`src/rtl/alu_flag_pipe.sv`:
```
// Result/flag buffer behind the 16-bit ALU: FIFO of {Z, flags} with a valid/ready
// handshake, plus sticky flag history, a saturating push counter and a ZR consistency check.
module alu_flag_pipe #(
  parameter int WIDTH = 16,
  parameter int DEPTH = 4,
  parameter int CNT_W = 8
) (
  input  logic                     clk,
  input  logic                     rst,
  input  logic                     in_valid,
  output logic                     in_ready,
  input  logic [WIDTH-1:0]         z_in,
  input  logic [4:0]               flags_in,
  output logic                     out_valid,
  input  logic                     out_ready,
  output logic [WIDTH-1:0]         z_out,
  output logic [4:0]               flags_out,
  output logic [$clog2(DEPTH):0]   level,
  output logic [4:0]               sticky,
  output logic [CNT_W-1:0]         op_count,
  output logic                     zr_err,
  input  logic                     stat_clr
);

  localparam int AW = $clog2(DEPTH);
  localparam int PW = AW + 1;
  localparam int EW = WIDTH + 5;
  localparam logic [CNT_W-1:0] CNT_MAX = '1;

  logic [PW-1:0]      wrPtr_q, wrPtr_d;
  logic [PW-1:0]      rdPtr_q, rdPtr_d;
  logic [EW-1:0]      mem_q [DEPTH];
  logic [4:0]         sticky_q, sticky_d;
  logic [CNT_W-1:0]   opCount_q, opCount_d;
  logic               zrErr_q, zrErr_d;

  logic               full;
  logic               empty;
  logic               push;
  logic               pop;
  logic               zrMismatch;
  logic [EW-1:0]      headEntry;

  // The extra wrap bit distinguishes full from empty when the index bits match.
  assign full       = (wrPtr_q[PW-1] != rdPtr_q[PW-1]) && (wrPtr_q[AW-1:0] == rdPtr_q[AW-1:0]);
  assign empty      = (wrPtr_q == rdPtr_q);
  assign in_ready   = !full;
  assign out_valid  = !empty;
  assign push       = in_valid && in_ready;
  assign pop        = out_valid && out_ready;
  assign level      = wrPtr_q - rdPtr_q;
  assign zrMismatch = flags_in[3] != (z_in == '0);

  assign headEntry  = mem_q[rdPtr_q[AW-1:0]];
  assign z_out      = empty ? '0 : headEntry[EW-1:5];
  assign flags_out  = empty ? '0 : headEntry[4:0];

  assign sticky     = sticky_q;
  assign op_count   = opCount_q;
  assign zr_err     = zrErr_q;

  always_comb begin
    wrPtr_d = wrPtr_q;
    rdPtr_d = rdPtr_q;
    if (push) wrPtr_d = wrPtr_q + PW'(1);
    if (pop)  rdPtr_d = rdPtr_q + PW'(1);
  end

  // A clear in the same cycle as a push wipes old history before the push lands.
  always_comb begin
    sticky_d  = stat_clr ? '0 : sticky_q;
    opCount_d = stat_clr ? '0 : opCount_q;
    zrErr_d   = stat_clr ? 1'b0 : zrErr_q;
    if (push) begin
      sticky_d = sticky_d | flags_in;
      if (opCount_d != CNT_MAX) opCount_d = opCount_d + CNT_W'(1);
      zrErr_d = zrErr_d | zrMismatch;
    end
  end

  always_ff @(posedge clk or posedge rst) begin
    if (rst) begin
      wrPtr_q   <= '0;
      rdPtr_q   <= '0;
      sticky_q  <= '0;
      opCount_q <= '0;
      zrErr_q   <= 1'b0;
    end else begin
      wrPtr_q   <= wrPtr_d;
      rdPtr_q   <= rdPtr_d;
      sticky_q  <= sticky_d;
      opCount_q <= opCount_d;
      zrErr_q   <= zrErr_d;
    end
  end

  // Storage is left unreset; outputs are gated to zero whenever the FIFO is empty.
  always_ff @(posedge clk) begin
    if (push) mem_q[wrPtr_q[AW-1:0]] <= {z_in, flags_in};
  end

endmodule

```
`config.mk`:
```
export PLATFORM = sky130hd
export DESIGN_NAME = alu_flag_pipe
export DESIGN_NICKNAME = d
export VERILOG_FILES = /design/src/rtl/alu_flag_pipe.sv
export SDC_FILE = /design/constraint.sdc
export NUM_CORES = 1
export LEC_CHECK = 0
export BUFFER_PORTS_ARGS = -buffer_cell sky130_fd_sc_hd__buf_2
export CORE_MARGIN = 5
export CORE_UTILIZATION = 45
export DETAILED_ROUTE_END_ITERATION = 6
export GPL_ROUTABILITY_DRIVEN = 0
export HOLD_SLACK_MARGIN = 0.05
export PLACE_DENSITY = 0.78
export SETUP_SLACK_MARGIN = 0.05
export SLEW_MARGIN = 20
export SYNTH_ARGS = -nofsm -noshare
export SYNTH_HDL_FRONTEND = slang
export SYNTH_SLANG_ARGS = --single-unit
```
`constraint.sdc`:
```
create_clock -name clk -period 7.9 [get_ports clk]
set_input_delay 0 -clock clk [delete_from_list [all_inputs] [get_ports clk]]
set_output_delay 0 -clock clk [all_outputs]
set_load 0.05 [all_outputs]
```
# Word-level counts from Yosys, hierarchy flattened
# Memories as Yosys holds them, arrays and structs flattened.
# Index checks and enable logic that the tools add are counted.
totals:
  register_bits: 20
  latch_bits: 0
  ram_bits: 84
  romBits: 0
  output_inout_bits: 40
  memories: 1
classes:
  n_addsub: 4
  multipliers: 0
  n_div: 0
  magnitude_cmp: 0
  eq_ne: 5
  n_shift: 0
  muxes: 11
  bitwise: 2
  reduce_logical: 6
memory_table:
  columns: ["memory", "words", "word_bits", "read_ports", "rd_clocked_by_memory_dff", "wr", "line_no", "text"]
  rows:
  - ["mem_q", 4, 21, 1, 0, 1, "32", "logic [EW-1:0] mem_q [DEPTH];"]
ops:
  columns: ["cell", "n"]
  rows:
  - ["$mux W8", 3]
  - ["$logic_not A16 Y1", 1]
  - ["$mux W16", 1]
  - ["$mux W5", 3]
  - ["$add A8 B1 Y8 const B", 1]
  - ["$ne A8 B8 Y1 const B", 1]
  - ["$add A3 B1 Y3 const B", 2]
  - ["$or A5 B5 Y5", 1]
  - ["$mux W1", 4]
  - ["$eq A3 B3 Y1", 1]
  - ["$logic_and A1 B1 Y1", 3]
  - ["$sub A3 B3 Y3", 1]
  - ["$eq A2 B2 Y1", 1]
  - ["$logic_not A1 Y1", 2]
  - ["$ne A1 B1 Y1", 2]
  - ["$or A1 B1 Y1", 1]

# Logic depth before layout (Yosys ltp)
# Gate-level depths: netlist of the first run.
logic_depth:
  ltp_word: 6
  mapped_depth: 8
  mapped_depth_nobuf: 6

# Worst setup path after synthesis of the first run
# OpenSTA, ideal clock, no wires.
synth_path:
  kind: "register to register"
  from: "register rdPtr_q[1]"
  to: "memory mem_q[1][0] (netlist bit) (enable)"
  t_arrival_ns: 2.169
  t_required_ns: 7.521
  setup_slack_ns: 5.351
  stages_incl_launch_ff: 8
  path_cell_list: "dfrtp_1 > clkbuf_1 > inv_1 > ha_1 > nand2_1 > o21a_4 > buf_4 > and2_1"
synth_via:
  elab_chain_len: 6
synth_lines:
  columns: ["element", "line_no", "text"]
  rows:
  - ["start, declared", "31", "logic [PW-1:0] rdPtr_q, rdPtr_d;"]
  - ["start signal, assigned", "90", "rdPtr_q <= rdPtr_d;"]
  - ["$eq A2 B2 Y1", "45", "assign full = (wrPtr_q[PW-1] != rdPtr_q[PW-1]) && (wrPtr_q[AW-1:0] == rdPtr_q[AW-1:0]);"]
  - ["$logic_and A1 B1 Y1", "45", null]
  - ["$logic_not A1 Y1", "47", "assign in_ready = !full;"]
  - ["$logic_and A1 B1 Y1", "49", "assign push = in_valid && in_ready;"]
  - ["$mux W1", "99", "if (push) mem_q[wrPtr_q[AW-1:0]] <= {z_in, flags_in};"]
  - ["$mux W1 (not written as such)", "99", null]
  - ["end, declared", "32", null]
# No other way between the ends.

# Worst setup path in the final report of the first run
layout_path:
  from: "register rdPtr_q[1]"
  to: "memory mem_q[0][6] (netlist bit) (enable)"
# Same word-level chain as after synthesis.

==> results of run 1 <==
## per-layer routing
| layer | share of wire, % | track usage [%] | vias to the layer above |
|---|---|---|---|
| li1 | - | - | 1123 |
| met1 | 42 | 19.4 | 1235 |
| met2 | 52 | 27.4 | 58 |
| met3 | 4.7 | 3.96 | 8 |
| met4 | 1.0 | 4.06 | 0 |
| met5 | 0 | 0 | - |
## cell families (layout without fill, tap and decap cells)
logic type / count (synthesis) / count (layout) / share of synthesized area [%]
XOR/XNOR: 8 / 8 / 1.81
AO/OA/AOI/OAI: 21 / 21 / 3.57
multiplexers: 22 / 22 / 11.3
buffers and inverters: 21 / 120 / 2.11
adder cells (fa/ha/maj): 8 / 8 / 2.51
flip-flops: 104 / 104 / 70.6
AND/OR/NAND/NOR: 61 / 61 / 8.04
## metrics by stage
step           util, %  setup slack [ns]  std cells
3_5_place_dp      51.2              4.61        432
4_1_cts           55.9              4.58        473
5_1_grt           55.9              4.85        473
3_3_place_gp      51.2              4.76        432
2_1_floorplan        -              5.35        245
6_report          55.9              5.05        473
## Yosys cell counts
library cell,instances,share of area [%]
sky130_fd_sc_hd__o21ai_1,1,0.12
sky130_fd_sc_hd__and4_4,1,0.26
sky130_fd_sc_hd__clkbuf_1,4,0.35
sky130_fd_sc_hd__xnor2_1,5,1.0
sky130_fd_sc_hd__o21ai_2,1,0.20
sky130_fd_sc_hd__fa_1,1,0.47
sky130_fd_sc_hd__nand3_1,3,0.35
sky130_fd_sc_hd__xnor2_2,1,0.38
sky130_fd_sc_hd__nand2_1,12,1.1
sky130_fd_sc_hd__mux2_2,1,0.26
sky130_fd_sc_hd__a31oi_1,2,0.29
sky130_fd_sc_hd__mux4_2,21,11
sky130_fd_sc_hd__nor2_1,3,0.26
sky130_fd_sc_hd__nand2b_1,1,0.15
sky130_fd_sc_hd__a311oi_2,1,0.35
sky130_fd_sc_hd__xor2_1,2,0.41
sky130_fd_sc_hd__inv_1,13,1.1
sky130_fd_sc_hd__edfxtp_1,84,59
sky130_fd_sc_hd__or2_2,1,0.15
sky130_fd_sc_hd__a21oi_1,4,0.47
sky130_fd_sc_hd__nor3_1,6,0.70
sky130_fd_sc_hd__dfrtp_1,20,12
sky130_fd_sc_hd__nand3_2,1,0.23
sky130_fd_sc_hd__o21a_4,1,0.35
sky130_fd_sc_hd__o2111a_2,1,0.29
sky130_fd_sc_hd__and2_1,26,3.8
sky130_fd_sc_hd__ha_1,7,2.0
sky130_fd_sc_hd__o21ai_0,5,0.58
sky130_fd_sc_hd__o22ai_1,1,0.15
sky130_fd_sc_hd__a211oi_1,2,0.35
sky130_fd_sc_hd__buf_4,3,0.53
sky130_fd_sc_hd__nor4_1,4,0.58
sky130_fd_sc_hd__nand4_1,2,0.29
sky130_fd_sc_hd__nor4b_1,1,0.20
sky130_fd_sc_hd__a311oi_1,1,0.20
sky130_fd_sc_hd__a41oi_1,1,0.20
sky130_fd_sc_hd__buf_1,1,0.088
## state kept, by name, indices dropped and copies added (netlist names)
register and cells:
zr_err 1, mem_q 84, wrPtr_q 3, sticky 5
op_count 8, rdPtr_q 3
## critical path, cell delays in order, from the launching register on
cell and delay (ns):
sky130_fd_sc_hd__dfrtp_2 0.77, sky130_fd_sc_hd__inv_1 0.10, sky130_fd_sc_hd__ha_1 0.32, sky130_fd_sc_hd__nand2_1 0.16, sky130_fd_sc_hd__o21a_4 0.25, sky130_fd_sc_hd__and2_1 0.86
## area by class of cell
class                      count  area share [%]
clock buffer                  13            3.17
clock inverter                 3           0.315
inverter                      13           0.945
multi-input combinational    120            22.6
sequential                   104            58.5
tap                          129            3.12
timing repair buffer          91            11.3
## timing repair
item	CTS	global route
hold buffers	25	0
setup endpoints to repair	0	0
endpoints found under the hold margin	120	0
## cells in the final DEF, fill, tap and decap left out, types with 3 or more instances in the layout
cell type | netlist | routed
sky130_fd_sc_hd__a21oi_1 | 4 | 4
sky130_fd_sc_hd__and2_1 | 26 | 24
sky130_fd_sc_hd__buf_2 | 0 | 65
sky130_fd_sc_hd__clkbuf_8 | 0 | 9
sky130_fd_sc_hd__dfrtp_1 | 20 | 19
sky130_fd_sc_hd__dlygate4sd3_1 | 0 | 25
sky130_fd_sc_hd__edfxtp_1 | 84 | 84
sky130_fd_sc_hd__ha_1 | 7 | 7
sky130_fd_sc_hd__inv_1 | 13 | 13
sky130_fd_sc_hd__mux4_2 | 21 | 21
sky130_fd_sc_hd__nand2_1 | 12 | 12
sky130_fd_sc_hd__nand3_1 | 3 | 3
sky130_fd_sc_hd__nor2_1 | 3 | 3
sky130_fd_sc_hd__nor3_1 | 6 | 6
sky130_fd_sc_hd__nor4_1 | 4 | 4
sky130_fd_sc_hd__o21ai_0 | 5 | 5
sky130_fd_sc_hd__xnor2_1 | 5 | 5
## worst min-delay path by stage
| stage | start | endpoint |
|---|---|---|
| floorplan | rst | op_count[0] |
| global placement | rst | op_count[3] |
| detailed placement | rst | op_count[3] |
| CTS | rst | zr_err |
| global route | rst | op_count[4] |
| finish | rst | op_count[3] |
==> metrics.log, run 1 <==
INFO  metric coreArea = 0.00924 mm^2
INFO  metric post-route-period-util = 36.1%
INFO  metric drcViolationCount = 0
INFO  metric final.fill_count = 726
INFO  metric area_growth_syn_to_layout = 20.7%
INFO  metric die_area = about 0.012 mm^2
INFO  metric synth_cell_type_count = 37
INFO  metric slew_headroom = around 30%
INFO  metric clkSlewWorstSetupHoldPaths = approximately 0.090 ns
INFO  metric synth.net_count = roughly 280
INFO  metric ff_latch_area = 0.00302 mm^2
INFO  metric timing.setup.tns = 0 ns
INFO  metric grt_start_max_net_pins = 26
INFO  metric detail-route-antenna-nets = 0
INFO  metric postSynthRegisterBits = 104
INFO  metric clock_latency_on_the_worst_skew_pair = 0.36 ns
INFO  metric ctsHtreeMaxLevel = 3
INFO  metric numPortBuffers = 65
INFO  metric layout.nets = between 300 and 400
INFO  metric finalHoldWorstSlack = 0.317 ns
INFO  metric layout-drive-gt1-share = 32.8%
INFO  metric post_cts_resize_count = 0
INFO  metric setup_slack_of_the_worst_register_to_register_path = slightly above 5 ns
INFO  metric dr_total_vias = 2424
INFO  metric routed_wire_length_per_instance = roughly 18 um
INFO  metric floorplan.die.width = 108 um
INFO  metric crit_arrival = roughly 2.8 ns
INFO  metric finalWorstPathRequiredPeriod = 2.85 ns
INFO  metric worst_setup_path_end_kind = flop
INFO  metric timing_worst_slew_pin_value = 1.05 ns
INFO  metric grt.total_usage = ~16%
INFO  metric netlist_area = 0.00428 mm^2
INFO  metric row_count = 35
INFO  metric grt_pass1_wl = about 14 mm
INFO  metric final-max-slew-violation-count = 0
INFO  metric final_report_setup_violation_count = 0
INFO  metric start_util = 46.3%
INFO  metric clock_tree.buffer_depth = 2
INFO  metric number_of_global_route_vias_before_repair = 2722
INFO  metric cap_violations = 0
INFO  metric tritoncts.num_buffers = 9
INFO  metric timing.clock.skew = approximately 0.0079 ns
INFO  metric multi_input_comb_area = 0.00117 mm^2
INFO  metric setup.worst_path.class = reg2reg
INFO  metric worst-path-max-fanout = 25
INFO  metric antenna_violations_before_repair = 0
INFO  metric hold_class = in2async
INFO  metric post-cts-setup-buffers = 0
INFO  metric hold_violations = 0
INFO  metric i_o_pins = 66
INFO  metric stdcell_area = 0.00517 mm^2
INFO  metric syn-mean-instance-area = 17.5 um^2
INFO  metric worst-r2r-cell-count = 5
INFO  metric max_freq = roughly 350 MHz
INFO  metric required_time_worst_endpoint = a little under 8 ns
INFO  metric netlist_instances = 245
INFO  metric global_route.overflow_total = 0
INFO  metric tritoncts_clock_tree = yes
INFO  metric placed_area = roughly 0.0047 mm^2
INFO  metric clock-root-buffer = sky130_fd_sc_hd__clkbuf_8
INFO  metric die_height = 108 um
INFO  metric drt_pass1_iterations = 4
INFO  metric yosys_warnings = 0
INFO  metric run_status = finished, final reports clean
INFO  metric yosysSeqAreaShare = 70.6%
INFO  metric cts_sinks = 104
INFO  metric worstSetupEndpoint = mem_q[0][6]
INFO  metric placed_wire_length_estimate = 5.53 mm
INFO  metric rsz_0062_raised_after_global_routing = no
INFO  metric initialDrtViolationCount = between 80 and 90
INFO  metric viasPerCell = between 5 and 6
INFO  metric num_antenna_cells = 0
INFO  metric timing.rr.start = rdPtr_q[1]
INFO  metric worstSetupStartpointType = flop
INFO  metric timing.critical_path.from = rdPtr_q[1]
INFO  metric worstReg2RegEnd = mem_q[0][6]
INFO  metric detail_route.wirelength = 8.44 mm
Power of run 1 is not shown: default switching activity piles up to over one toggle a cycle in this logic, so the estimate is an artifact.
==> run 2, diff against run 1 <==
==> constraint.sdc (replaced) <==
create_clock -name clk -period 2.7 [get_ports clk]
set_input_delay 0 -clock clk [delete_from_list [all_inputs] [get_ports clk]]
set_output_delay 0 -clock clk [all_outputs]
set_load 0.05 [all_outputs]
==> metrics.log, run 2 (same netlist as run 1, synthesis figures left out) <==
INFO  metric run_status = finished, final reports clean
INFO  metric timing_worst_slew_pin_value = just under 0.8 ns
INFO  metric row_count = 35
INFO  metric worstSetupStartpointType = flop
INFO  metric coreArea = 0.00924 mm^2
INFO  metric drt_pass1_iterations = 4
INFO  metric finished_layout_cells = 480
INFO  metric layout-drive-gt1-share = 33.3%
INFO  metric clock_tree.buffer_depth = 2
INFO  metric worstReg2RegEnd = mem_q[1][8]
INFO  metric slew_headroom = 47.5%
INFO  metric number_of_global_route_vias_before_repair = around 2600
INFO  metric timing.clock.skew = 0.0138 ns
INFO  metric num_antenna_cells = 0
INFO  metric initialDrtViolationCount = just over 100
INFO  metric grt_start_max_net_pins = 25
INFO  metric detail_route.wirelength = 8.19 mm
INFO  metric global_route.overflow_total = 0
INFO  metric clock_latency_on_the_worst_skew_pair = 0.35 ns
INFO  metric setup_slack_of_the_worst_register_to_register_path = approximately 0.63 ns
INFO  metric timing.rr.start = wrPtr_q[0]
INFO  metric mostFrequentLayoutCell = sky130_fd_sc_hd__edfxtp_1
INFO  metric required_time_worst_endpoint = 2.70 ns
INFO  metric crit_arrival = 2.12 ns
INFO  metric dr_total_vias = 2469
INFO  metric cts_sinks = approximately 100
INFO  metric timing.setup.tns = 0 ns
INFO  metric antenna_violations_before_repair = 0
INFO  metric numPortBuffers = 65
INFO  metric layout.nets = 380
INFO  metric ctsHtreeMaxLevel = 3
INFO  metric clock-root-buffer = sky130_fd_sc_hd__clkbuf_8
INFO  metric detail-route-antenna-nets = 0
INFO  metric worst-path-max-fanout = 23
INFO  metric drcViolationCount = 0
INFO  metric tritoncts.num_buffers = 9
INFO  metric final-max-slew-violation-count = 0
INFO  metric i_o_pins = 66
INFO  metric die_height = 108 um
INFO  metric mostFrequentLayoutCells = sky130_fd_sc_hd__edfxtp_1, sky130_fd_sc_hd__buf_2, sky130_fd_sc_hd__and2_1
INFO  metric final_report_setup_violation_count = 0
INFO  metric start_util = 46.3%
INFO  metric worst_setup_path_end_kind = output pin
INFO  metric floorplan.die.width = between 100 and 150 um
INFO  metric hold_class = in2async
INFO  metric clkSlewWorstSetupHoldPaths = 0.10 ns
INFO  metric rsz_0062_raised_after_global_routing = no
INFO  metric post-route-period-util = 78.4%
INFO  metric max_freq = 473 MHz
INFO  metric largest_reg_flops = 84
INFO  metric hold_violations = 0
INFO  metric placedCellCount = roughly 440
INFO  metric viasPerCell = 5.14
INFO  metric area_growth_syn_to_layout = 21.8%
INFO  metric placed_wire_length_estimate = 5.40 mm
INFO  metric worst-r2r-cell-count = 6
INFO  metric setup.worst_path.class = reg2out
INFO  metric grt.total_usage = 15.3%
INFO  metric grt_pass1_wl = 13.5 mm
INFO  metric die_area = roughly 0.012 mm^2
INFO  metric tritoncts_clock_tree = yes
INFO  metric cap_violations = 0
INFO  metric finalWorstPathRequiredPeriod = about 2.1 ns
INFO  metric routed_wire_length_per_instance = 17.1 um
==> run 2: cell count changes in the layout (fill, tap and decap cells not counted), sizes merged <==
cell	delta
clkinv	+2
buf	+7
inv	+2
clkbuf	-4
==> run 2: worst max path at each step <==
| stage | startpoint | to | slack (ns) |
|---|---|---|---|
| floorplan | rdPtr_q[1] | mem_q[1][0] | 0.15 |
| global placement | wrPtr_q[0] | mem_q[1][7] | 0.73 |
| detailed placement | wrPtr_q[0] | mem_q[1][7] | 0.65 |
| CTS | rdPtr_q[0] | flags_out[4] | 0.54 |
| global route | rdPtr_q[0] | flags_out[4] | 0.43 |
| finish | rdPtr_q[0] | flags_out[4] | 0.58 |
==> run 2: final cells by class <==
type,instances,area [um^2]
Fill cell,730,4030
Sequential cell,104,3020
Multi-Input combinational cell,120,1170
Timing Repair Buffer,98,636
Tap cell,129,161
Clock buffer,9,124
Clock inverter,7,53.8
Inverter,13,48.8
==> run 2: routing by layer <==
layer / wire, um / global-route usage (%) / vias up
li1: - / - / 1141
met1: 3630 / 19.7 / 1248
met2: 4090 / 25.6 / 74
met3: 415 / 4.14 / 6
met4: 58 / 4.06 / 0
met5: 0 / 0 / -
==> run 2: critical path, cell delays in order, from the launching register on <==
cell	delay [ns]
sky130_fd_sc_hd__dfrtp_1	0.37
sky130_fd_sc_hd__buf_4	0.41
sky130_fd_sc_hd__mux4_2	0.57
sky130_fd_sc_hd__and2_1	0.19
sky130_fd_sc_hd__buf_2	0.21
==> run 2: per-stage QoR <==
step | utilization, % | hold slack, ns | instance area [um^2] | setup WS, ns
2_1_floorplan | - | -0.0362 | 4280 | 0.151
3_3_place_gp | 51.8 | 0.169 | 4780 | 0.726
3_5_place_dp | 51.8 | 0.192 | 4780 | 0.652
4_1_cts | 56.4 | 0.340 | 5210 | 0.539
5_1_grt | 56.4 | 0.398 | 5210 | 0.429
6_report | 56.4 | 0.318 | 5210 | 0.584
==> run 2: what timing repair did <==
| action | 4_1_cts | 5_1_grt |
|---|---|---|
| gates resized for setup | 0 | 0 |
| buffers inserted | 0 | 0 |
| endpoints found under the hold margin | 120 | 0 |
| hold buffers | 25 | 0 |
Power of run 2 is left out for the same reason.
==> run 3, diff against run 2 <==
==> constraint.sdc (replaced) <==
create_clock -name clk -period 2.11 [get_ports clk]
set_input_delay 0 -clock clk [delete_from_list [all_inputs] [get_ports clk]]
set_output_delay 0 -clock clk [all_outputs]
set_load 0.05 [all_outputs]
==> metrics.log, run 3 (same netlist as run 1, synthesis figures left out) <==
INFO  metric timing_worst_slew_pin_value = 0.762 ns
INFO  metric layout-drive-gt1-share = between 30% and 40%
INFO  metric post-route-period-util = 93.1%
INFO  metric ctsHtreeMaxLevel = 3
INFO  metric clock_tree.buffer_depth = 2
INFO  metric routed_wire_length_per_instance = 17.9 um
INFO  metric viasPerCell = between 5 and 6
INFO  metric timing.critical_path.from = wrPtr_q[0]
INFO  metric grt_pass1_wl = 13.4 mm
INFO  metric num_antenna_cells = 0
INFO  metric drcViolationCount = 0
INFO  metric antenna_violations_before_repair = 0
INFO  metric final_report_setup_violation_count = 0
INFO  metric worstSetupStartpointType = flop
INFO  metric dr_total_vias = 2498
INFO  metric final-max-slew-violation-count = 0
INFO  metric area_growth_syn_to_layout = 24.8%
INFO  metric worstSetupEndpoint = mem_q[2][8]
INFO  metric hold_violations = 0
INFO  metric clock_latency_on_the_worst_skew_pair = 0.35 ns
INFO  metric detail-route-antenna-nets = 0
INFO  metric die_height = 108 um
INFO  metric setup.worst_path.class = reg2reg
INFO  metric run_status = finished, final reports clean
INFO  metric crit_cells = 6
INFO  metric clock-root-buffer = sky130_fd_sc_hd__clkbuf_8
INFO  metric crit_arrival = 2.02 ns
INFO  metric finalWorstPathRequiredPeriod = slightly below 2 ns
INFO  metric clkSlewWorstSetupHoldPaths = 0.09 ns
INFO  metric detail_route.wirelength = 8.56 mm
INFO  metric worstReg2RegEnd = mem_q[2][8]
INFO  metric required_time_worst_endpoint = 2.16 ns
INFO  metric initialDrtViolationCount = 136
INFO  metric placed_wire_length_estimate = 5.51 mm
INFO  metric hold_class = in2async
INFO  metric setup_slack_of_the_worst_register_to_register_path = 0.15 ns
INFO  metric die_area = 0.0116 mm^2
INFO  metric layout.nets = 379
INFO  metric critical_path_s_largest_stage_delay = slightly above 0.4 ns
INFO  metric timing.critical_path.slowest_stage_cell = sky130_fd_sc_hd__dfrtp_1
INFO  metric finished_layout_cells = between 400 and 500
INFO  metric mostFrequentLayoutCell = sky130_fd_sc_hd__edfxtp_1
INFO  metric worst-r2r-cell-count = 6
INFO  metric worst_setup_path_end_kind = flop
INFO  metric path_delay_family = simple AND/OR/NAND/NOR gates
INFO  metric path_cells = inv_1 -> ha_4 -> nand2_1 -> o21a_4 -> buf_4 -> and2_4
INFO  metric worst-path-max-fanout = 15
INFO  metric number_of_global_route_vias_before_repair = 2558
INFO  metric floorplan.die.width = about 110 um
INFO  metric slew_headroom = 49.1%
INFO  metric max_freq = 509 MHz
INFO  metric global_route.overflow_total = 0
INFO  metric rsz_0062_raised_after_global_routing = no
INFO  metric start_util = between 40% and 50%
INFO  metric timing.setup.tns = 0 ns
INFO  metric coreArea = slightly above 0.009 mm^2
INFO  metric placedCellCount = 437
INFO  metric row_count = 35
INFO  metric grt.total_usage = roughly 15%
INFO  metric largest_reg_flops = 84
INFO  metric post-cts-setup-buffers = 0
INFO  metric drt_pass1_iterations = 4
INFO  metric i_o_pins = 66
INFO  metric cap_violations = 0
INFO  metric final.fill_count = 735
INFO  metric numPortBuffers = 65
INFO  metric tritoncts_clock_tree = yes
INFO  metric timing.clock.skew = 0.00842 ns
INFO  metric mostFrequentLayoutCells = sky130_fd_sc_hd__edfxtp_1, sky130_fd_sc_hd__buf_2, sky130_fd_sc_hd__dlygate4sd3_1
INFO  metric worst-path-buf-inv = 2
INFO  metric cts_sinks = approximately 100
INFO  metric timing.rr.start = wrPtr_q[0]
INFO  metric tritoncts.num_buffers = 9
INFO  metric grt_start_max_net_pins = 25
-- run 3: cell types whose count changed in the layout (fill, tap and decap cells not counted), sizes merged --
cell and change:
and2 +1, buf -6, bufinv +3, clkbuf +4
inv -3
-- run 3: area by class of cell --
cell class	instances	area [um^2]	share of cell area (%)
inverters	13	48.8	0.914
repair buffers	96	668	12.5
multi-input cells	121	1200	22.5
flip-flops and latches	104	3020	56.6
clock buffers	9	124	2.32
clock inverters	7	110	2.06
well taps	129	161	3.02
-- run 3: worst register-to-register path, cell delays in order (launching register included) --
cell and delay [ns]:
sky130_fd_sc_hd__dfrtp_1 0.41, sky130_fd_sc_hd__inv_1 0.19, sky130_fd_sc_hd__ha_4 0.25, sky130_fd_sc_hd__nand2_1 0.14, sky130_fd_sc_hd__o21a_4 0.16, sky130_fd_sc_hd__buf_4 0.21
sky130_fd_sc_hd__and2_4 0.29
-- run 3: through the flow --
stage	setup WS (ns)	util, %	area (um^2)	hold WS, ns
after floorplan	0.0513	-	4290	-0.0362
after global placement	0.134	51.8	4790	0.172
after detailed placement	0.0712	51.8	4790	0.176
after CTS	0.0357	57.3	5290	0.314
after global routing	0.0575	57.8	5340	0.392
final	0.145	57.8	5340	0.313
-- run 3: worst min path at each step --
stage | from | endpoint | slack [ns] | cells after the start
after floorplan | rst | op_count[0] | -0.04 | 1
after global placement | rst | op_count[2] | 0.17 | 2
after detailed placement | rst | op_count[2] | 0.18 | 2
after CTS | rst | op_count[2] | 0.31 | 3
after global routing | rst | sticky[4] | 0.39 | 3
final | rst | op_count[0] | 0.31 | 3
-- run 3: what timing repair did --
item / 4_1_cts / 5_1_grt
hold buffers: 25 / 0
endpoints found under the setup margin: 21 / 61
gates cloned: 0 / 1
endpoints found under the hold margin: 120 / 0
pin swaps: 0 / 1
gates resized for setup: 6 / 11
-- run 3: layer usage --
metal | up-vias | part of all wire [%] | global-route usage, %
met3 | 8 | 4.6 | 2.82
met5 | - | 0 | 0
li1 | 1140 | - | -
met1 | 1272 | 44 | 21.4
met4 | 0 | 1.3 | 5.68
met2 | 78 | 50 | 24.2
Power of run 3 is left out for the same reason.
